[config.mk]
export PLATFORM = sky130hd
export DESIGN_NAME = if_id_stage_flat
export DESIGN_NICKNAME = d
export VERILOG_FILES = /design/src/rtl/if_id_stage_if.sv /design/src/rtl/if_id_stage.sv /design/src/flat_wrapper.sv
export SDC_FILE = /design/constraint.sdc
export NUM_CORES = 1
export LEC_CHECK = 0
export BUFFER_PORTS_ARGS = -buffer_cell sky130_fd_sc_hd__buf_4
export CORE_ASPECT_RATIO = 1.1
export CORE_MARGIN = 10
export CORE_UTILIZATION = 35
export CTS_CLUSTER_SIZE = 10
export DETAILED_ROUTE_END_ITERATION = 10
export PLACE_DENSITY = 0.71
export SLEW_MARGIN = 20
export SYNTH_ARGS = -nofsm -noshare
export SYNTH_HDL_FRONTEND = slang
export SYNTH_SLANG_ARGS = --single-unit
[constraint.sdc]
create_clock -name clk -period 1.8 [get_ports clk]
set_input_delay 0.18 -clock clk [delete_from_list [all_inputs] [get_ports clk]]
set_output_delay 0.18 -clock clk [all_outputs]
set_load 0.02 [all_outputs]
[src/rtl/if_id_stage_if.sv]
// IF/ID boundary bundle: fetch/hazard/debug inputs into the stage and the
// decode-side + fetch-control outputs back out.
interface if_id_stage_if #(
  parameter int unsigned ADDR_BITS  = 32,
  parameter int unsigned DATA_WIDTH = 32
);
  // into the stage
  logic [DATA_WIDTH-1:0] instr_in;
  logic [ADDR_BITS-1:0]  next_pc_in;
  logic                  branch_taken;
  logic [ADDR_BITS-1:0]  branch_target;
  logic                  ex_mem_read;
  logic [4:0]            ex_rt;
  logic                  debug_mode;
  logic                  debug_step;
  // out of the stage
  logic                  pc_enable;
  logic                  mux_select;
  logic [ADDR_BITS-1:0]  branch_pc_out;
  logic [DATA_WIDTH-1:0] id_instr;
  logic [ADDR_BITS-1:0]  id_next_pc;
  logic                  id_valid;
  logic [4:0]            id_rs;
  logic [4:0]            id_rt;
  logic [4:0]            id_rd;
  logic                  bubble;
  logic                  halted;
  logic [31:0]           cycle_count;
  logic [31:0]           stall_count;

  // master: fetch/hazard/debug side driving the stage
  modport master (
    output instr_in, next_pc_in, branch_taken, branch_target,
           ex_mem_read, ex_rt, debug_mode, debug_step,
    input  pc_enable, mux_select, branch_pc_out, id_instr, id_next_pc,
           id_valid, id_rs, id_rt, id_rd, bubble, halted,
           cycle_count, stall_count
  );

  // slave: the IF/ID stage itself
  modport slave (
    input  instr_in, next_pc_in, branch_taken, branch_target,
           ex_mem_read, ex_rt, debug_mode, debug_step,
    output pc_enable, mux_select, branch_pc_out, id_instr, id_next_pc,
           id_valid, id_rs, id_rt, id_rd, bubble, halted,
           cycle_count, stall_count
  );
endinterface

[src/rtl/if_id_stage.sv]
// IF/ID pipeline register with load-use stall, branch flush, halt detection
// and single-step gating. Fetch control (pc_enable/mux_select) is combinational
// so a redirect or stall reaches the PC in the same cycle.
module if_id_stage #(
  parameter int unsigned           ADDR_BITS  = 32,
  parameter int unsigned           DATA_WIDTH = 32,
  parameter logic [DATA_WIDTH-1:0] HALT_INSTR = {DATA_WIDTH{1'b1}},
  parameter logic [DATA_WIDTH-1:0] NOP_INSTR  = {DATA_WIDTH{1'b0}}
) (
  input  logic          clk,
  input  logic          reset,
  if_id_stage_if.slave  bus
);

  typedef enum logic {S_RUN = 1'b0, S_HALT = 1'b1} state_e;

  state_e                state_q;
  logic                  step_q;
  logic [DATA_WIDTH-1:0] instr_q, instr_d;
  logic [ADDR_BITS-1:0]  pc_q, pc_d;
  logic                  valid_q, valid_d;
  logic [31:0]           cyc_q, cyc_d;
  logic [31:0]           stall_q, stall_d;

  logic step_pulse, en, hazard, haltd;
  logic [4:0] rs, rt;

  assign rs = instr_q[25:21];
  assign rt = instr_q[20:16];

  // one advance per rising edge of debug_step while single-stepping
  assign step_pulse = bus.debug_step & ~step_q;
  assign en         = (state_q == S_RUN) & (~bus.debug_mode | step_pulse);
  // rt is compared even for I-type: a false stall is harmless, a miss is not
  assign hazard     = valid_q & bus.ex_mem_read & (bus.ex_rt != 5'd0) &
                      ((bus.ex_rt == rs) | (bus.ex_rt == rt));
  assign haltd      = valid_q & (instr_q == HALT_INSTR);

  // fetch control: branch beats halt beats hazard; idle cycles hold fetch and bubble ID/EX
  assign bus.mux_select = en & bus.branch_taken;
  assign bus.pc_enable  = en & (bus.branch_taken | (~haltd & ~hazard));
  assign bus.bubble     = ~en | (~bus.branch_taken & ~haltd & hazard);

  assign bus.branch_pc_out = bus.branch_target;
  assign bus.id_instr      = instr_q;
  assign bus.id_next_pc    = pc_q;
  assign bus.id_valid      = valid_q;
  assign bus.id_rs         = rs;
  assign bus.id_rt         = rt;
  assign bus.id_rd         = instr_q[15:11];
  assign bus.halted        = (state_q == S_HALT);
  assign bus.cycle_count   = cyc_q;
  assign bus.stall_count   = stall_q;

  // next-state for the IF/ID latch and counters; nothing moves without en
  always_comb begin
    instr_d = instr_q;
    pc_d    = pc_q;
    valid_d = valid_q;
    cyc_d   = cyc_q;
    stall_d = stall_q;
    if (en) begin
      cyc_d = cyc_q + 32'd1;
      if (bus.branch_taken) begin
        instr_d = NOP_INSTR;
        pc_d    = '0;
        valid_d = 1'b0;
      end else if (!haltd) begin
        if (hazard) begin
          stall_d = stall_q + 32'd1;
        end else begin
          instr_d = bus.instr_in;
          pc_d    = bus.next_pc_in;
          valid_d = 1'b1;
        end
      end
    end
  end

  // run/halt FSM plus pipeline registers; halt is sticky until reset
  always_ff @(posedge clk or negedge reset) begin
    if (!reset) begin
      state_q <= S_RUN;
      step_q  <= 1'b0;
      instr_q <= NOP_INSTR;
      pc_q    <= '0;
      valid_q <= 1'b0;
      cyc_q   <= '0;
      stall_q <= '0;
    end else begin
      step_q  <= bus.debug_step;
      instr_q <= instr_d;
      pc_q    <= pc_d;
      valid_q <= valid_d;
      cyc_q   <= cyc_d;
      stall_q <= stall_d;
      if (en && haltd && !bus.branch_taken) state_q <= S_HALT;
    end
  end

endmodule
[src/flat_wrapper.sv]
// flat-port wrapper written by rule: the top's interface ports become plain ports
module if_id_stage_flat 
#(
  parameter int unsigned           ADDR_BITS  = 32,
  parameter int unsigned           DATA_WIDTH = 32,
  parameter logic [DATA_WIDTH-1:0] HALT_INSTR = {DATA_WIDTH{1'b1}},
  parameter logic [DATA_WIDTH-1:0] NOP_INSTR  = {DATA_WIDTH{1'b0}}
)
  (clk, reset, bus_instr_in, bus_next_pc_in, bus_branch_taken, bus_branch_target, bus_ex_mem_read, bus_ex_rt, bus_debug_mode, bus_debug_step, bus_pc_enable, bus_mux_select, bus_branch_pc_out, bus_id_instr, bus_id_next_pc, bus_id_valid, bus_id_rs, bus_id_rt, bus_id_rd, bus_bubble, bus_halted, bus_cycle_count, bus_stall_count);
  if_id_stage_if #(.ADDR_BITS(ADDR_BITS), .DATA_WIDTH(DATA_WIDTH)) bus_i ();
  input  logic clk;
  input  logic reset;
  input wire logic [$bits(bus_i.instr_in)-1:0] bus_instr_in;
  input wire logic [$bits(bus_i.next_pc_in)-1:0] bus_next_pc_in;
  input wire logic [$bits(bus_i.branch_taken)-1:0] bus_branch_taken;
  input wire logic [$bits(bus_i.branch_target)-1:0] bus_branch_target;
  input wire logic [$bits(bus_i.ex_mem_read)-1:0] bus_ex_mem_read;
  input wire logic [$bits(bus_i.ex_rt)-1:0] bus_ex_rt;
  input wire logic [$bits(bus_i.debug_mode)-1:0] bus_debug_mode;
  input wire logic [$bits(bus_i.debug_step)-1:0] bus_debug_step;
  output wire logic [$bits(bus_i.pc_enable)-1:0] bus_pc_enable;
  output wire logic [$bits(bus_i.mux_select)-1:0] bus_mux_select;
  output wire logic [$bits(bus_i.branch_pc_out)-1:0] bus_branch_pc_out;
  output wire logic [$bits(bus_i.id_instr)-1:0] bus_id_instr;
  output wire logic [$bits(bus_i.id_next_pc)-1:0] bus_id_next_pc;
  output wire logic [$bits(bus_i.id_valid)-1:0] bus_id_valid;
  output wire logic [$bits(bus_i.id_rs)-1:0] bus_id_rs;
  output wire logic [$bits(bus_i.id_rt)-1:0] bus_id_rt;
  output wire logic [$bits(bus_i.id_rd)-1:0] bus_id_rd;
  output wire logic [$bits(bus_i.bubble)-1:0] bus_bubble;
  output wire logic [$bits(bus_i.halted)-1:0] bus_halted;
  output wire logic [$bits(bus_i.cycle_count)-1:0] bus_cycle_count;
  output wire logic [$bits(bus_i.stall_count)-1:0] bus_stall_count;
  assign bus_i.instr_in = bus_instr_in;
  assign bus_i.next_pc_in = bus_next_pc_in;
  assign bus_i.branch_taken = bus_branch_taken;
  assign bus_i.branch_target = bus_branch_target;
  assign bus_i.ex_mem_read = bus_ex_mem_read;
  assign bus_i.ex_rt = bus_ex_rt;
  assign bus_i.debug_mode = bus_debug_mode;
  assign bus_i.debug_step = bus_debug_step;
  assign bus_pc_enable = bus_i.pc_enable;
  assign bus_mux_select = bus_i.mux_select;
  assign bus_branch_pc_out = bus_i.branch_pc_out;
  assign bus_id_instr = bus_i.id_instr;
  assign bus_id_next_pc = bus_i.id_next_pc;
  assign bus_id_valid = bus_i.id_valid;
  assign bus_id_rs = bus_i.id_rs;
  assign bus_id_rt = bus_i.id_rt;
  assign bus_id_rd = bus_i.id_rd;
  assign bus_bubble = bus_i.bubble;
  assign bus_halted = bus_i.halted;
  assign bus_cycle_count = bus_i.cycle_count;
  assign bus_stall_count = bus_i.stall_count;
  if_id_stage #(.ADDR_BITS(ADDR_BITS), .DATA_WIDTH(DATA_WIDTH), .HALT_INSTR(HALT_INSTR), .NOP_INSTR(NOP_INSTR)) u_core (.clk(clk), .reset(reset), .bus(bus_i));
endmodule
**Word-level counts from Yosys, hierarchy flattened**

Index checks and enable logic that the tools add are counted.

- Eq/ne operators: 5
- Reduce and logical (&&, ||, !) cells: 6
- Bitwise gates (word level): 22
- Add/sub/neg operators: 2
- Muxes and demuxes: 9

Operator list:

| cell | count |
|---|---|
| 32-bit 2-to-1 mux | 6 |
| 32-bit by 1-bit adder with 32-bit output, second input constant | 2 |
| 32-bit equality test, second input constant | 1 |
| 1-bit bitwise AND | 11 |
| 5-bit equality test | 2 |
| 1-bit inverter | 7 |
| 5-bit nonzero test | 1 |
| 2-bit inequality test, second input constant | 2 |
| 1-bit OR | 4 |
| 4-bit AND reduction | 1 |
| 1-bit 2-to-1 mux | 3 |
| 3-bit AND reduction | 1 |
| 1-bit logical AND | 2 |
| 1-bit zero test | 1 |

- Register bits: 131
- Input bits: 107
- Logic and storage cells: 51

**Longest topological paths before layout**

- Depth in word-level cells: 7
- Gate-level depth with buffers: 8

**Least setup slack after synthesis**

OpenSTA, ideal clock, no wires.

- Path kind: reg-to-output
- From: register u_core.instr_q[25] (netlist: u_core.bus.id_instr[25])
- To: output port bus_pc_enable
- Data required time: 1.620 ns
- Cell stages (with the launch flop): 9
- Path buffers: 2
- Arrival time: 1.845 ns
- Slack: -0.225 ns
- Cells stage by stage: dfrtp_1 > nand4_1 > nor4_1 > nand4_1 > a21boi_2 > o21ai_2 > buf_6 > buf_6 > inv_1

- Word-level cells in the longest chain between the ends: 7
- Elaborated cells on any way between the ends: 10
- Those cells by class: eq/ne (2); bitwise (8)

RTL lines:

| what | RTL line | text |
|---|---|---|
| start: declaration | if_id_stage.sv:19 | `logic [DATA_WIDTH-1:0] instr_q, instr_d;` |
| start signal: assignment | if_id_stage.sv:92 | `instr_q <= instr_d;` |
| 5-bit equality test | if_id_stage.sv:36 | `((bus.ex_rt == rs) \| (bus.ex_rt == rt));` |
| 1-bit OR | if_id_stage.sv:36 |  |
| 1-bit bitwise AND | if_id_stage.sv:35 | `assign hazard = valid_q & bus.ex_mem_read & (bus.ex_rt != 5'd0) &` |
| 1-bit inverter | if_id_stage.sv:41 | `assign bus.pc_enable = en & (bus.branch_taken \| (~haltd & ~hazard));` |
| 1-bit bitwise AND (*) | if_id_stage.sv:41 |  |
| 1-bit OR (*) | if_id_stage.sv:41 |  |
| 1-bit bitwise AND (*) | if_id_stage.sv:41 |  |
| end: declaration | flat_wrapper.sv:21 | `output wire logic [$bits(bus_i.pc_enable)-1:0] bus_pc_enable;` |

Every way passes the cells marked *; elsewhere a longest branch is shown, timed or not.

**Final worst setup path**

- From: register u_core.instr_q[24] (netlist: u_core.bus.id_instr[24])
- To: register u_core.pc_q[17] (netlist: u_core.bus.id_next_pc[17])

- Word-level cells in the longest chain between the ends: 5
- Elaborated cells on any way between the ends: 8
- Those cells by class: eq/ne (4); bitwise (3); reduce/logical (1)

RTL lines:

| what | RTL line | text |
|---|---|---|
| 5-bit equality test | if_id_stage.sv:36 |  |
| 1-bit OR | if_id_stage.sv:36 |  |
| 1-bit bitwise AND | if_id_stage.sv:35 |  |
| 2-bit inequality test (no source line) | n/a |  |
| 3-bit AND reduction (no source line) (*) | n/a |  |
| end signal: assignment | if_id_stage.sv:93 | `pc_q <= pc_d;` |
| end: declaration | if_id_stage.sv:20 | `logic [ADDR_BITS-1:0] pc_q, pc_d;` |

Marked as above.
A chain may end at the register's enable or synchronous reset.

==> flow_summary.ini <==
[worst_setup_path]
r2r_setup_slack_ps = -430
start_kind = flip-flop
worstReg2RegStart = u_core.bus.id_instr[24]$_DFFE_PN0P_
crit_type = flip-flop to flip-flop
critical_path.max_fanout = 7
end_kind = flip-flop
critical_path_required_ps = 2090
crit_arrival_ps = 2520
r2r_cells = 12
worstReg2RegEnd = u_core.bus.id_next_pc[17]$_DFFE_PN0P_

[power]
p_sw_share_pct = 29.5
power_density_nw_per_um2 = 907
p_int_mw = 6.71
ir_drop_mv = 0.678
p_clk_share_pct = 40.2
p_switching_mw = 2.81
p_total_mw = 9.52
pwr-share-comb_pct = 23.3
p_leak_nw = 5.35
seqPwrFrac_pct = 36.5

[run_status]
status = finished, violations left
violations = negative setup slack

[yosys]
yosysSeqAreaShare_pct = 54.4
yosysMostFrequentCell = dfrtp_1
syn-num-nets = 620
async_flop_share_pct = 100
muxShareOfSynthArea_pct = 0.187
synth_edf_count = 0
yosys.area_share.simple_pct = 13.7
synth_compound_area_share_pct = 11.5
yosysTopAreaCell = dfrtp_1
ys_ff_latch = 131
synth_top_area_share_pct = 54.4
yosys.area_share.xor_xnor_pct = 10.5
netlist_instances = 511
ys_warn_count = 0
synth.distinct_cells = 40
synth_ff_type = dfrtp_1
synth_adder_area_share_pct = 0.415
synth_top_family_by_area = simple AND/OR/NAND/NOR gates
mappedNetlistArea_um2 = 6020
synth.top_cells.by_area = dfrtp_1 54%, a22o_1 9.3%, buf_4 6.0%, xor2_1 5.7%, xnor2_1 4.8%
synth_common_cells = 131 x dfrtp_1, 64 x a22o_1, 48 x buf_4, 39 x xor2_1, 33 x xnor2_1
postSynthAreaPerCell_um2 = 11.8

[clock_network]
cts_sinks = 131
clk_pin_slew_ps = 60
htree_levels = 4
cts_tree = yes
clock_latency_ps = 420
cts_buffers = 17
clk_path_buf_depth = 2
cts-root-buf = clkbuf_16

[grt]
grt_pass1_wl_mm = 32.6
antenna_found_initial = 3
grtUsageTotal_pct = 17.7
grt.overflow.total = 0
grt_pass1_vias = 5920
grt_max_degree = 41

[placement]
portBuffers = 222
hpwl_mm = 14.2
globalplace.congestion = 0.815
placed_cells = 1005

[cells_and_area]
seqCellArea_um2 = 3310
area_growth_pct = 74.1
final_cells = 1128
drive_gt1_share_pct = 52.4
num-fill-cells = 1325
finalNetCount = 987
multi_input_comb_area_um2 = 2650

[sta]
fmax_mhz = 448
finalHoldViolCount = 0
finalMaxSlewViolations = 0
finalSetupViolCount = 105
fin_skew_ps = 9.27
tightestPinTransition_ps = 520
timing.final.ws_setup_ps = -431
relSlewSlack_pct = 65.2
fin_tns_setup_ps = -26290
rsz0062_at_grt = yes
min_period_ps = 2230
post-route-period-util_pct = 124

[floorplan]
die_x_um = 145
initial_utilization_pct = 35.5
ios = 287
rows = 50
coreArea_um2 = 17000
design.die.area_um2 = 22900
fp.dieH_um = 158

[route]
wl_per_cell_um = 19.0
drc = 0
routed-via-count = 5502
drtAntennaViolNets = 0
first_pass_iters = 4
wl_mm = 21.5
avgViaCountPerCell = 4.88
drt_iter0_drc = 227

[hold_path]
min_path_type = primary input to async pin

[job]
cap_violations = 0
==> stage by stage <==
stage / area (um^2) / util, % / hold WS, ps / worst slack, ps
final: 10500 / 61.9 / 255 / -431
after global placement: 8430 / 49.7 / 128 / -260
after floorplan: 6110 / - / -116 / -64.9
after CTS: 9970 / 58.8 / 247 / -544
after detailed placement: 8430 / 49.7 / 125 / -297
after global routing: 10500 / 61.9 / 265 / -552
==> power groups by stage <==
stage                     registers (mW)  clock network [mW]  logic, mW
after floorplan                     3.82                   0      0.708
after global placement              3.50                   0       1.92
after detailed placement            3.51                   0       1.94
after CTS                           3.46                3.88       2.10
after global routing                3.51                4.03       2.36
final                               3.47                3.83       2.22
==> timing repair <==
action	in CTS	in global routing
endpoints found under the setup margin	107	114
hold buffers	66	0
cloned	2	2
pin swaps	13	74
endpoints found under the hold margin	101	0
setup buffers	6	14
resized for setup	41	69
==> worst max-delay path: stages, from the launching register on <==
cell and delay (ps):
dfrtp_2 430, xnor2_2 140, nand3_1 140, o22ai_4 100, buf_4 160, a21boi_4 150, o21ai_4 80, buf_12 130
buf_4 130, buf_12 130, buf_12 140, clkbuf_16 150, a22o_1 230
==> cells in the final DEF (no fill, tap or decap), types with 3 or more instances in the layout <==
| cell type | instances |
|---|---|
| bufinv_16 | 4 |
| and3_1 | 10 |
| xnor2_1 | 29 |
| and2_1 | 3 |
| nand4_1 | 20 |
| nor2_4 | 14 |
| clkbuf_16 | 19 |
| xnor2_2 | 4 |
| buf_4 | 308 |
| buf_6 | 23 |
| dfrtp_2 | 24 |
| nor2_1 | 12 |
| dlygate4sd3_1 | 66 |
| buf_12 | 10 |
| inv_1 | 11 |
| nand2_1 | 30 |
| nand3_1 | 23 |
| xor2_1 | 39 |
| a22o_1 | 64 |
| nor4_4 | 8 |
| diode_2 | 3 |
| nor3_4 | 9 |
| nor3_2 | 8 |
| inv_6 | 5 |
| dfrtp_1 | 107 |
==> per-layer routing <==
metal,global-route usage (%),wire length [um]
met3,4.80,1130
met1,20.4,8810
met5,0,0
met4,7.37,514
met2,30.8,11000
==> worst max-delay path by stage <==
stage | from | endpoint | slack [ps]
2_1_floorplan | u_core.bus.id_valid$_DFFE_PN0P_ | bus_pc_enable | -60
3_3_place_gp | u_core.bus.id_valid$_DFFE_PN0P_ | bus_pc_enable | -260
3_5_place_dp | u_core.bus.id_valid$_DFFE_PN0P_ | u_core.bus.id_instr[11]$_DFFE_PN0P_ | -300
4_1_cts | u_core.bus.id_instr[25]$_DFFE_PN0P_ | bus_pc_enable | -540
5_1_grt | u_core.bus.id_instr[11]$_DFFE_PN0P_ | bus_pc_enable | -550
6_report | u_core.bus.id_instr[24]$_DFFE_PN0P_ | u_core.bus.id_next_pc[17]$_DFFE_PN0P_ | -430
==> cell type report <==
type | instances | area share, %
timing repair buffer | 412 | 33.7
multi-input combinational | 304 | 25.3
antenna | 3 | 0.0716
inverter | 12 | 0.453
clock buffer | 17 | 4.06
tap | 234 | 2.79
sequential | 131 | 31.5
clock inverter | 15 | 2.09
==> sequential cells by signal (all words and copies together), names as in the netlist <==
register / flops
u_core.step_q: 1
u_core.bus.halted: 1
u_core.bus.cycle_count: 32
u_core.bus.id_instr: 32
u_core.bus.id_next_pc: 32
u_core.bus.stall_count: 32
u_core.bus.id_valid: 1
==> logic make-up (layout without fill, tap and decap cells) <==
logic type / Yosys count / count (layout)
buf+inv: 76 / 456
mux: 1 / 1
fa+ha+maj: 2 / 2
xor+xnor: 72 / 72
other cells: 0 / 3
simple gates: 153 / 153
flops: 131 / 131
compound gates: 76 / 76
Note: power is estimated with default switching activity, not from simulation.
